`config.mk`:
```
export PLATFORM = sky130hd
export DESIGN_NAME = instr_seq
export DESIGN_NICKNAME = d
export VERILOG_FILES = /design/src/rtl/cpu8_pkg.sv /design/src/rtl/lat_counter.sv /design/src/rtl/instr_seq.sv
export SDC_FILE = /design/constraint.sdc
export NUM_CORES = 1
export LEC_CHECK = 0
export CORE_ASPECT_RATIO = 0.75
export CORE_MARGIN = 2
export CORE_UTILIZATION = 45
export CTS_CLUSTER_DIAMETER = 40
export DETAILED_ROUTE_END_ITERATION = 10
export GPL_TIMING_DRIVEN = 1
export PLACE_DENSITY = 0.77
export SLEW_MARGIN = 20
export SYNTH_ARGS = -nofsm -noshare
export SYNTH_HDL_FRONTEND = slang
export SYNTH_SLANG_ARGS = --single-unit
```
`constraint.sdc`:
```
create_clock -name clk -period 1.75 [get_ports clk]
set_input_delay 0.2625 -clock clk [delete_from_list [all_inputs] [get_ports clk]]
set_output_delay 0.2625 -clock clk [all_outputs]
set_load 0.01 [all_outputs]
```
`src/rtl/cpu8_pkg.sv`:
```
// Shared definitions for the 8-bit computer: field widths, opcode field
// position, sequencer state encoding and the sampled Control-flag bundle.
package cpu8_pkg;

    localparam int unsigned OPC_W   = 3;
    localparam int unsigned IMM_W   = 5;
    localparam int unsigned DATA_W  = 8;
    localparam int unsigned OPC_MSB = 7;
    localparam int unsigned OPC_LSB = 5;
    localparam int unsigned CNT_W   = 3;

    typedef enum logic [2:0] {
        FETCH,
        DECODE,
        EXEC,
        LOAD,
        WB,
        HALT
    } seq_state_t;

    // Control's raw enables, captured at the end of DECODE
    typedef struct packed {
        logic regwe;
        logic accwe;
        logic memwe;
        logic lw;
    } ctrl_flags_t;

endpackage

```
`src/rtl/lat_counter.sv`:
```
// Memory-latency wait counter.
//   clk, rst : clock, synchronous active-high reset
//   clr      : return count to 0 (state entry)
//   en       : advance count by one
//   done_c   : combinational, high when count has reached MEM_LAT-1
module lat_counter
    import cpu8_pkg::*;
#(
    parameter int unsigned MEM_LAT = 1
)
(
    input  logic clk,
    input  logic rst,
    input  logic clr,
    input  logic en,
    output logic done_c
);

    logic [CNT_W-1:0] count;

    // Count register; clear takes precedence so every state entry starts at 0
    always_ff @(posedge clk) begin
        if (rst) begin
            count <= '0;
        end else if (clr) begin
            count <= '0;
        end else if (en) begin
            count <= count + CNT_W'(1);
        end
    end

    assign done_c = (count == CNT_W'(MEM_LAT - 1));

endmodule

```
`src/rtl/instr_seq.sv`:
```
// Instruction register and fetch/decode/execute sequencer.
// Latches the instruction byte from memory, exposes opcode/immediate to
// Control, time-gates Control's raw write enables and issues one PC advance
// pulse per instruction.
//   clk, rst          : clock, synchronous active-high reset
//   mem_out           : memory read data
//   halt              : stop at the next instruction boundary (level)
//   step              : (INSTR_SEQ_STEP_EN only) advance one instruction from HALT
//   ctrl_regWE/accWE/memWE/lw : raw enables from Control
//   opcode, immediate : ir fields (combinational from ir)
//   ir                : instruction register
//   addr_sel          : 0 = PC address, 1 = data address
//   regWE/accWE/memWE : gated write enables
//   pc_en             : one-cycle PC update pulse
//   busy              : low only in HALT
// Optional build macro: INSTR_SEQ_STEP_EN (single-step mode).
module instr_seq
    import cpu8_pkg::*;
#(
    parameter int unsigned MEM_LAT = 1
)
(
    input  logic              clk,
    input  logic              rst,
    input  logic [DATA_W-1:0] mem_out,
    input  logic              halt,
`ifdef INSTR_SEQ_STEP_EN
    input  logic              step,
`endif
    input  logic              ctrl_regWE,
    input  logic              ctrl_accWE,
    input  logic              ctrl_memWE,
    input  logic              ctrl_lw,
    output logic [OPC_W-1:0]  opcode,
    output logic [IMM_W-1:0]  immediate,
    output logic [DATA_W-1:0] ir,
    output logic              addr_sel,
    output logic              regWE,
    output logic              accWE,
    output logic              memWE,
    output logic              pc_en,
    output logic              busy
);

    seq_state_t  state_q, state_n, boundary_c;
    ctrl_flags_t flags_q, flags_n;
    logic [DATA_W-1:0] ir_n;
    logic addr_sel_n, regwe_n, accwe_n, memwe_n, pc_en_n, busy_n;
    logic resume_c, cnt_clr_c, cnt_en_c, cnt_done_c;

    lat_counter #(.MEM_LAT(MEM_LAT)) u_lat_counter (
        .clk    (clk),
        .rst    (rst),
        .clr    (cnt_clr_c),
        .en     (cnt_en_c),
        .done_c (cnt_done_c)
    );

    // Where an instruction boundary leads, and what releases HALT
`ifdef INSTR_SEQ_STEP_EN
    assign boundary_c = HALT;
    assign resume_c   = step & ~halt;
`else
    assign boundary_c = halt ? HALT : FETCH;
    assign resume_c   = ~halt;
`endif

    // Counter restarts on any state change and only runs while waiting on memory
    assign cnt_clr_c = (state_n != state_q);
    assign cnt_en_c  = (state_q == FETCH) || (state_q == LOAD);

    // Next state, next ir/flags, and the registered outputs for the state being entered
    always_comb begin
        state_n    = state_q;
        flags_n    = flags_q;
        ir_n       = ir;
        addr_sel_n = 1'b0;
        regwe_n    = 1'b0;
        accwe_n    = 1'b0;
        memwe_n    = 1'b0;
        pc_en_n    = 1'b0;

        case (state_q)
            FETCH: begin
                if (cnt_done_c) begin
                    ir_n    = mem_out;
                    state_n = DECODE;
                end
            end
            DECODE: begin
                flags_n.regwe = ctrl_regWE;
                flags_n.accwe = ctrl_accWE;
                flags_n.memwe = ctrl_memWE;
                flags_n.lw    = ctrl_lw;
                state_n       = EXEC;
            end
            EXEC:    state_n = flags_q.lw ? LOAD : boundary_c;
            LOAD:    if (cnt_done_c) state_n = WB;
            WB:      state_n = boundary_c;
            HALT:    if (resume_c) state_n = FETCH;
            default: state_n = FETCH;
        endcase

        // Outputs are decoded from the next state so they line up with it
        case (state_n)
            EXEC: begin
                if (flags_n.lw) begin
                    addr_sel_n = 1'b1;
                end else begin
                    // memWE wins over regWE when Control raises both
                    memwe_n    = flags_n.memwe;
                    regwe_n    = flags_n.regwe & ~flags_n.memwe;
                    accwe_n    = flags_n.accwe;
                    addr_sel_n = flags_n.memwe;
                    pc_en_n    = 1'b1;
                end
            end
            LOAD: addr_sel_n = 1'b1;
            WB: begin
                addr_sel_n = 1'b1;
                regwe_n    = 1'b1;
                accwe_n    = flags_n.accwe;
                pc_en_n    = 1'b1;
            end
            default: ;
        endcase

        busy_n = (state_n != HALT);
    end

    // State, instruction register, sampled flags and registered outputs
    always_ff @(posedge clk) begin
        if (rst) begin
            state_q  <= FETCH;
            ir       <= '0;
            flags_q  <= '0;
            addr_sel <= 1'b0;
            regWE    <= 1'b0;
            accWE    <= 1'b0;
            memWE    <= 1'b0;
            pc_en    <= 1'b0;
            busy     <= 1'b1;
        end else begin
            state_q  <= state_n;
            ir       <= ir_n;
            flags_q  <= flags_n;
            addr_sel <= addr_sel_n;
            regWE    <= regwe_n;
            accWE    <= accwe_n;
            memWE    <= memwe_n;
            pc_en    <= pc_en_n;
            busy     <= busy_n;
        end
    end

    assign opcode    = ir[OPC_MSB:OPC_LSB];
    assign immediate = ir[IMM_W-1:0];

endmodule

```
==> summary.md, run 1 <==
| Metric | Value |
|---|---|
| Clock latency on the worst-skew pair | 0.31 ns |
| Clock buffer depth | 2 |
| GP Congestion | 0.873 |
| Htree depth | 1 |
| Largest net degree at the start of global routing | 15 |
| Count leader, synth | dfxtp_1 |
| I/O pins | 37 |
| Maximum vdd drop | 0.525 mV |
| Initial antenna violation count | 0 |
| Antenna cells | 0 |
| Final max-slew violation count | 0 |
| Critical Path RT | 1.97 ns |
| Slew @ Worst Pin | 0.369 ns |
| Starting density of the core | 46.8% |
| First-pass GRT wire length | 4.33 mm |
| Mean area per synthesized cell | 9.75 um2 |
| Crit-path slowest cell | or4b_4 |
| Vias | 1022 |
| Leading cell types by count after synthesis | dfxtp_1 (24), nor2_1 (18), mux2i_1 (13) |
| DPL Wire Length | 2.02 mm |
| Critical Path AT | 1.88 ns |
| Die width | 63.6 um |
| Final setup viols | 0 |
| GR Util met2 | 28.1% |
| Worst setup EP type | register |
| Vert. Die Dim | 48.7 um |
| Root buffer cell | clkbuf_4 |
| Synth cell types | 41 |
| DR pass1 iterations | 4 |
| Synthesized Nets | 140 |
| Min Tclk post-route | 1.66 ns |
| Pwr Total | 1.82 mW |
| Vias in the first global route | 964 |
| Vias per cell | 5.16 |
| Leak | 0.676 nW |
| Sequential cell area | 483 um2 |
| M3 GR Usage | 5.58% |
| Primary FF master, synth | dfxtp_1 |
| Synth area leaders | dfxtp_1 (40%), mux2i_1 (11%), buf_4 (5.6%), nor2_1 (5.6%), nor2b_1 (2.6%) |
| Number of hold buffers added after CTS | 0 |
| Final hold vios | 0 |
| Fill count | 217 |
| Post-synth top area share | 40.1% |
| Status | complete, no violations |
| I/O Buffers | 36 |
| WL/cell | 13.6 um |
| Critical path class | reg2reg |
| F_max | 604 MHz |
| GR Overflow Total | 0 |
| Reg-to-reg slack, setup | 0.09 ns |
| Row count | 16 |
| EDFF count, synth | 0 |
| Met1 usage | 23.1% |
| Die area | 3100 um2 |
| CTS tree | built |
| Relative slew slack | 75.3% |
| Total Neg Setup Slack | 0 ns |
| Syn Inst Count | 123 |
| Worst Clk Skew | 0.00184 ns |
| Crit-path max FO | 8 |
| # Max-Cap Violations | 0 |
| Critical-path cell list | inv_2, ha_4, or4b_4, nor2_8, mux2i_1, nor2_1 |
| Layout cells sized above 1 | 20.4% |
| DR iter-0 viols | 76 |
| Synthesis warning total | 0 |
| Worst-path clk slew | 0.13 ns |
| CTS buffer count | 3 |
| Pwr dens | 1080 nW/um2 |
| Clk sinks | 24 |
| Final cycle utilization of the critical path | 94.6% |
| Netlist Area Pre-Place | 1200 um2 |
| # DRC | 0 |
| Hold WC Path Type | reg2reg |
| Sequential share of the synthesized area | 40.1% |
| Fin Hold WS | 0.513 ns |
| RSZ-0062 raised after global routing | false |
| Worst path max stage delay | 0.51 ns |
| Post-layout util | 66.0% |
| Post-route ant nets | 0 |
| Gr usage total | 17.7% |
| Core box area | 2560 um2 |
| Synthesis-stage register bit count | 24 |
| Syn-to-layout area delta | 41.1% |
| Fin nets | 180 |
| Overall routed net length | 2.70 mm |
| Crit start category | register |
| Most used routing layer | met2 |
| Yosys top cell by area | dfxtp_1 |
| Area of the multi-input gates | 629 um2 |
| Post-synth ARST share | 0% |
[registers in the layout, indices dropped and copies added, names as in the netlist]
register / flops
ir: 8
flags_q: 4
state_q: 3
u_lat_counter.count: 3
accWE: 1
addr_sel: 1
busy: 1
memWE: 1
pc_en: 1
regWE: 1
[logic make-up after synthesis]
logic type / share of synthesized area, %
multiplexers: 10.9
AND/OR/NAND/NOR: 25.4
XOR/XNOR: 1.46
flip-flops: 40.1
adder cells (fa/ha/maj): 2.09
AO/OA/AOI/OAI: 11.0
buffers and inverters: 9.18
[final timing paths]
check / from / to / depth (start not counted)
worst max-delay path: u_lat_counter.count[0]$_SDFFE_PP0P_ / ir[4]$_SDFFE_PP0P_ / 6
worst min-delay path: flags_q[2]$_SDFF_PP0_ / flags_q[2]$_SDFF_PP0_ / 2
worst max register to register: u_lat_counter.count[0]$_SDFFE_PP0P_ / ir[4]$_SDFFE_PP0P_ / 6
worst min register to register: flags_q[2]$_SDFF_PP0_ / flags_q[2]$_SDFF_PP0_ / 2
[cell type report]
cell class / instances / area share (%)
clock buffers: 3 / 1.33
multi-input cells: 81 / 37.2
clock inverters: 1 / 1.78
repair buffers: 48 / 27.4
inverters: 5 / 1.11
flip-flops and latches: 24 / 28.6
well taps: 36 / 2.66
[layout by cell type (no fill, tap or decap), drive strengths merged, types with 2 or more instances in the layout]
master	synthesis	routed
inv	5	5
nor3	6	6
ha	2	2
dfxtp	24	24
nor2b	5	5
nor2	19	19
xnor2	2	2
or3	2	2
buf	12	12
nand2	2	2
nand3	2	2
nand3b	2	2
nor4b	2	2
clkbuf	1	3
a21oi	5	5
clkdlybuf4s50	0	36
mux2i	13	13
[metal layers]
metal | vias up | share of wire (%)
li1 | 500 | -
met2 | 33 | 47
met3 | 4 | 5.9
met4 | 0 | 0.78
met1 | 485 | 46
met5 | - | 0
[power by group]
part / switching [mW] / leakage (nW) / total, mW / internal, mW
Sequential: 0.0670 / 0.198 / 0.684 / 0.617
Combinational: 0.335 / 0.450 / 0.745 / 0.410
Clock: 0.163 / 0.0279 / 0.394 / 0.232
Total: 0.565 / 0.676 / 1.82 / 1.26
[repair_timing]
item / in CTS / in global routing
setup endpoints to repair: 0 / 16
endpoints found under the hold margin: 0 / 0
setup buffers: 0 / 2
resized for setup: 0 / 8
[through the flow]
step	std cells	area, um2	setup slack (ns)
2_1_floorplan	123	1200	0.185
6_report	198	1690	0.0941
3_5_place_dp	192	1590	-0.0220
5_1_grt	198	1690	0.0126
3_3_place_gp	192	1590	0.0362
4_1_cts	196	1640	0.0256
[worst max-delay path, delay by kind of cell (launching register included)]
kind | cells | cell delay, ns
fa+ha+maj | 1 | 0.13
buf+inv | 1 | 0.06
flops | 1 | 0.36
mux | 1 | 0.22
simple gates | 3 | 0.79
Note: power is estimated with default switching activity, not from simulation.
==> inputs of run 2 (changes only) <==
ABC_AREA = 1   (was not set)
CORE_MARGIN = 4   (was 2)
CORE_UTILIZATION = 44   (was 45)
PLACE_DENSITY = 0.78   (was 0.77)
==> run 2 against run 1 <==
Synthesized cell count grew 20%. Worst hold slack gained 0.0016 ns. Sequential power grew 25%. Clock-buffer cell count grew 1. Largest cell class is now sequential cells. Largest power group unchanged.
==> summary.md, run 2 <==
| Metric | Value |
|---|---|
| Critical Path AT | 1.81 ns (was 1.88 ns) |
| Worst-path clk slew | 0.12 ns (was 0.13 ns) |
| Worst path max stage delay | 0.36 ns (was 0.51 ns) |
| Total Neg Setup Slack | 0 ns (unchanged) |
| Crit-path slowest cell | dfxtp_1 (was or4b_4) |
| RSZ-0062 raised after global routing | false (unchanged) |
| I/O Buffers | 36 (unchanged) |
| Pwr Total | 2.51 mW (was 1.82 mW) |
| Number of hold buffers added after CTS | 0 (unchanged) |
| Post-synth top area share | 45.0% (was 40.1%) |
| Primary FF master, synth | dfxtp_1 (unchanged) |
| Worst Slack Setup Final | 0.152 ns (was 0.0941 ns) |
| Final instance area | 1450 um2 (was 1690 um2) |
| Post-route ant nets | 0 (unchanged) |
| Post-CTS setup buffers | 0 (unchanged) |
| Vias | 954 (was 1022) |
| Largest net degree at the start of global routing | 14 (was 15) |
| Hold WC Path Type | reg2reg (unchanged) |
| Synthesis-stage register bit count | 24 (unchanged) |
| Synth cell types | 20 (was 41) |
| Sequential cell area | 480 um2 (was 483 um2) |
| Root buffer cell | clkbuf_4 (unchanged) |
| Count leader, synth | nor2_1 (was dfxtp_1) |
| Leak | 0.655 nW (was 0.676 nW) |
| Critical path class | reg2reg (unchanged) |
| CP dominant cell by count | nor2_1 |
| Final max-slew violation count | 0 (unchanged) |
| Mean area per synthesized cell | 7.27 um2 (was 9.75 um2) |
| Gr usage total | 14.9% (was 17.7%) |
| CP top delay family | simple AND/OR/NAND/NOR gates (unchanged) |
| Fin Hold WS | 0.514 ns (was 0.513 ns) |
| Worst Clk Skew | 0.00197 ns (was 0.00184 ns) |
| Post-CTS Resized | 0 (unchanged) |
| Clock latency on the worst-skew pair | 0.31 ns (about the same) |
| Yosys top cell by area | dfxtp_1 (unchanged) |
| Die width | 64.9 um (was 63.6 um) |
| Row count | 15 (was 16) |
| Dpl cell area | 1410 um2 (was 1590 um2) |
| Dpl ws | 0.205 ns (was -0.0220 ns) |
| Syn-to-layout area delta | 35.9% (was 41.1%) |
| I/O pins | 37 (unchanged) |
| Syn Inst Count | 147 (was 123) |
| Netlist Area Pre-Place | 1070 um2 (was 1200 um2) |
| Max reg flops | 8 (unchanged) |
| Htree depth | 1 (unchanged) |
| Fill count | 224 (was 217) |
| Final hold vios | 0 (unchanged) |
| Sequential share of the synthesized area | 45.0% (was 40.1%) |
| DR pass1 iterations | 4 (unchanged) |
| Worst path buffer plus inverter count | 2 (was 1) |
| Synthesized Nets | 164 (was 140) |
| Vias per cell | 4.50 (was 5.16) |
| Die area | 3290 um2 (was 3100 um2) |
| Vert. Die Dim | 50.7 um (was 48.7 um) |
| GP Congestion | 0.819 (was 0.873) |
| DR iter-0 viols | 32 (was 76) |
| Most common cell after layout, fill and taps aside | clkdlybuf4s50_1 (unchanged) |
| Worst setup EP type | register (unchanged) |
| EDFF count, synth | 0 (unchanged) |
| Fin nets | 196 (was 180) |
| Core box area | 2310 um2 (was 2560 um2) |
| First-pass GRT wire length | 3.80 mm (was 4.33 mm) |
| GR Overflow Total | 0 (unchanged) |
| DPL Wire Length | 1.88 mm (was 2.02 mm) |
| Clock buffer depth | 2 (unchanged) |
| Slew @ Worst Pin | 0.526 ns (was 0.369 ns) |
| Maximum vdd drop | 1.01 mV (was 0.525 mV) |
| Min Tclk post-route | 1.60 ns (was 1.66 ns) |
| # DRC | 0 (unchanged) |
| Final setup viols | 0 (unchanged) |
| Critical Path RT | 1.97 ns (about the same) |
| Antenna cells | 0 (unchanged) |
| Critical-path cell list | inv_1, ha_1, inv_1, nor2_1, nand3_2, nand2_2, nor2_4, nor2_1, nor2_1, nand2_1, nor2_1 (was inv_2, ha_4, or4b_4, nor2_8, mux2i_1, nor2_1) |
| Synth area leaders | dfxtp_1 (45%), nor2_1 (12%), inv_1 (7.0%), nand2_1 (7.0%), buf_4 (5.6%) (was dfxtp_1 (40%), mux2i_1 (11%), buf_4 (5.6%), nor2_1 (5.6%), nor2b_1 (2.6%)) |
| CTS buffer count | 3 (unchanged) |
| Vias in the first global route | 877 (was 964) |
| F_max | 626 MHz (was 604 MHz) |
| Overall routed net length | 2.32 mm (was 2.70 mm) |
| Relative slew slack | 64.5% (was 75.3%) |
| Crit-path max FO | 10 (was 8) |
| Most frequent cells in the layout | clkdlybuf4s50_1 (36), nor2_1 (33), dfxtp_1 (24), inv_1 (20), nand2_1 (20) (was clkdlybuf4s50_1 (36), dfxtp_1 (22), nor2_1 (18), mux2i_1 (13), buf_4 (11)) |
| Post-synth ARST share | 0% (unchanged) |
| # Max-Cap Violations | 0 (unchanged) |
| Synthesis warning total | 0 (unchanged) |
| Pwr dens | 1730 nW/um2 (was 1080 nW/um2) |
| Status | complete, no violations (unchanged) |
| WL/cell | 10.9 um (was 13.6 um) |
| Final cycle utilization of the critical path | 91.3% (was 94.6%) |
| Initial antenna violation count | 0 (unchanged) |
| Starting density of the core | 46.3% (was 46.8%) |
| Top reg by flops | ir (unchanged) |
| Biggest regs | ir x8, flags_q x4 (unchanged) |
| Layout cells sized above 1 | 7.87% (was 20.4%) |
| Crit start category | register (unchanged) |
| CTS tree | built (unchanged) |
| Area of the multi-input gates | 450 um2 (was 629 um2) |
| Clk sinks | 24 (unchanged) |
| Leading cell types by count after synthesis | nor2_1 (33), dfxtp_1 (24), inv_1 (20), nand2_1 (20), o21ai_0 (11) (was dfxtp_1 (24), nor2_1 (18), mux2i_1 (13)) |
-- run 2: cell types whose count changed after synthesis, sizes merged, moves of 8 or more --
cell   previous run  this run
inv               5        20
mux2i            13         0
nand2             2        22
nand3             2        10
nor2             19        35
o21ai             1        14
-- run 2: metal layers --
layer	part of all wire, %	global-route usage [%]	wire length (um)
met3	6.2	5.15	143
met5	0	0	0
met2	49	26.0	1140
met1	44	17.6	1020
met4	0.60	3.16	14
-- run 2: kinds of logic after synthesis --
logic type      share of synthesized area [%]
simple gates                             29.9
buf+inv                                  13.3
flops                                    45.0
compound gates                           7.85
xor+xnor                                 1.64
fa+ha+maj                                2.34
-- run 2: per-stage QoR --
stage,instances,util (%)
final,212,62.9
after global routing,212,62.9
after CTS,212,62.7
after detailed placement,208,61.1
after global placement,208,61.1
after floorplan,147,-
-- run 2: worst paths after layout --
| kind | from | endpoint | slack (ns) | cells past startpoint |
|---|---|---|---|---|
| max | u_lat_counter.count[0]$_SDFFE_PP0P_ | u_lat_counter.count[1]$_SDFFE_PP0P_ | 0.15 | 11 |
| min | ir[4]$_SDFFE_PP0P_ | ir[4]$_SDFFE_PP0P_ | 0.51 | 2 |
| max reg2reg | u_lat_counter.count[0]$_SDFFE_PP0P_ | u_lat_counter.count[1]$_SDFFE_PP0P_ | 0.15 | 11 |
| min reg2reg | ir[4]$_SDFFE_PP0P_ | ir[4]$_SDFFE_PP0P_ | 0.51 | 2 |
-- run 2: worst register-to-register path: cells and delay by family (launching register included) --
kind | cells | cell delay [ns]
simple gates | 8 | 0.89
flops | 1 | 0.36
fa+ha+maj | 1 | 0.16
buf+inv | 2 | 0.11
-- run 2: power by group --
part / switching (mW) / internal [mW]
sequential: 0.126 / 0.732
combinational: 0.732 / 0.635
clock: 0.154 / 0.127
total: 1.01 / 1.49
-- run 2: area by class of cell --
| cell class | instances | area share [%] |
|---|---|---|
| inverter | 20 | 5.17 |
| multi-input combinational | 93 | 31.0 |
| sequential | 24 | 33.1 |
| clock buffer | 4 | 2.50 |
| timing repair buffer | 37 | 25.3 |
| tap | 34 | 2.93 |
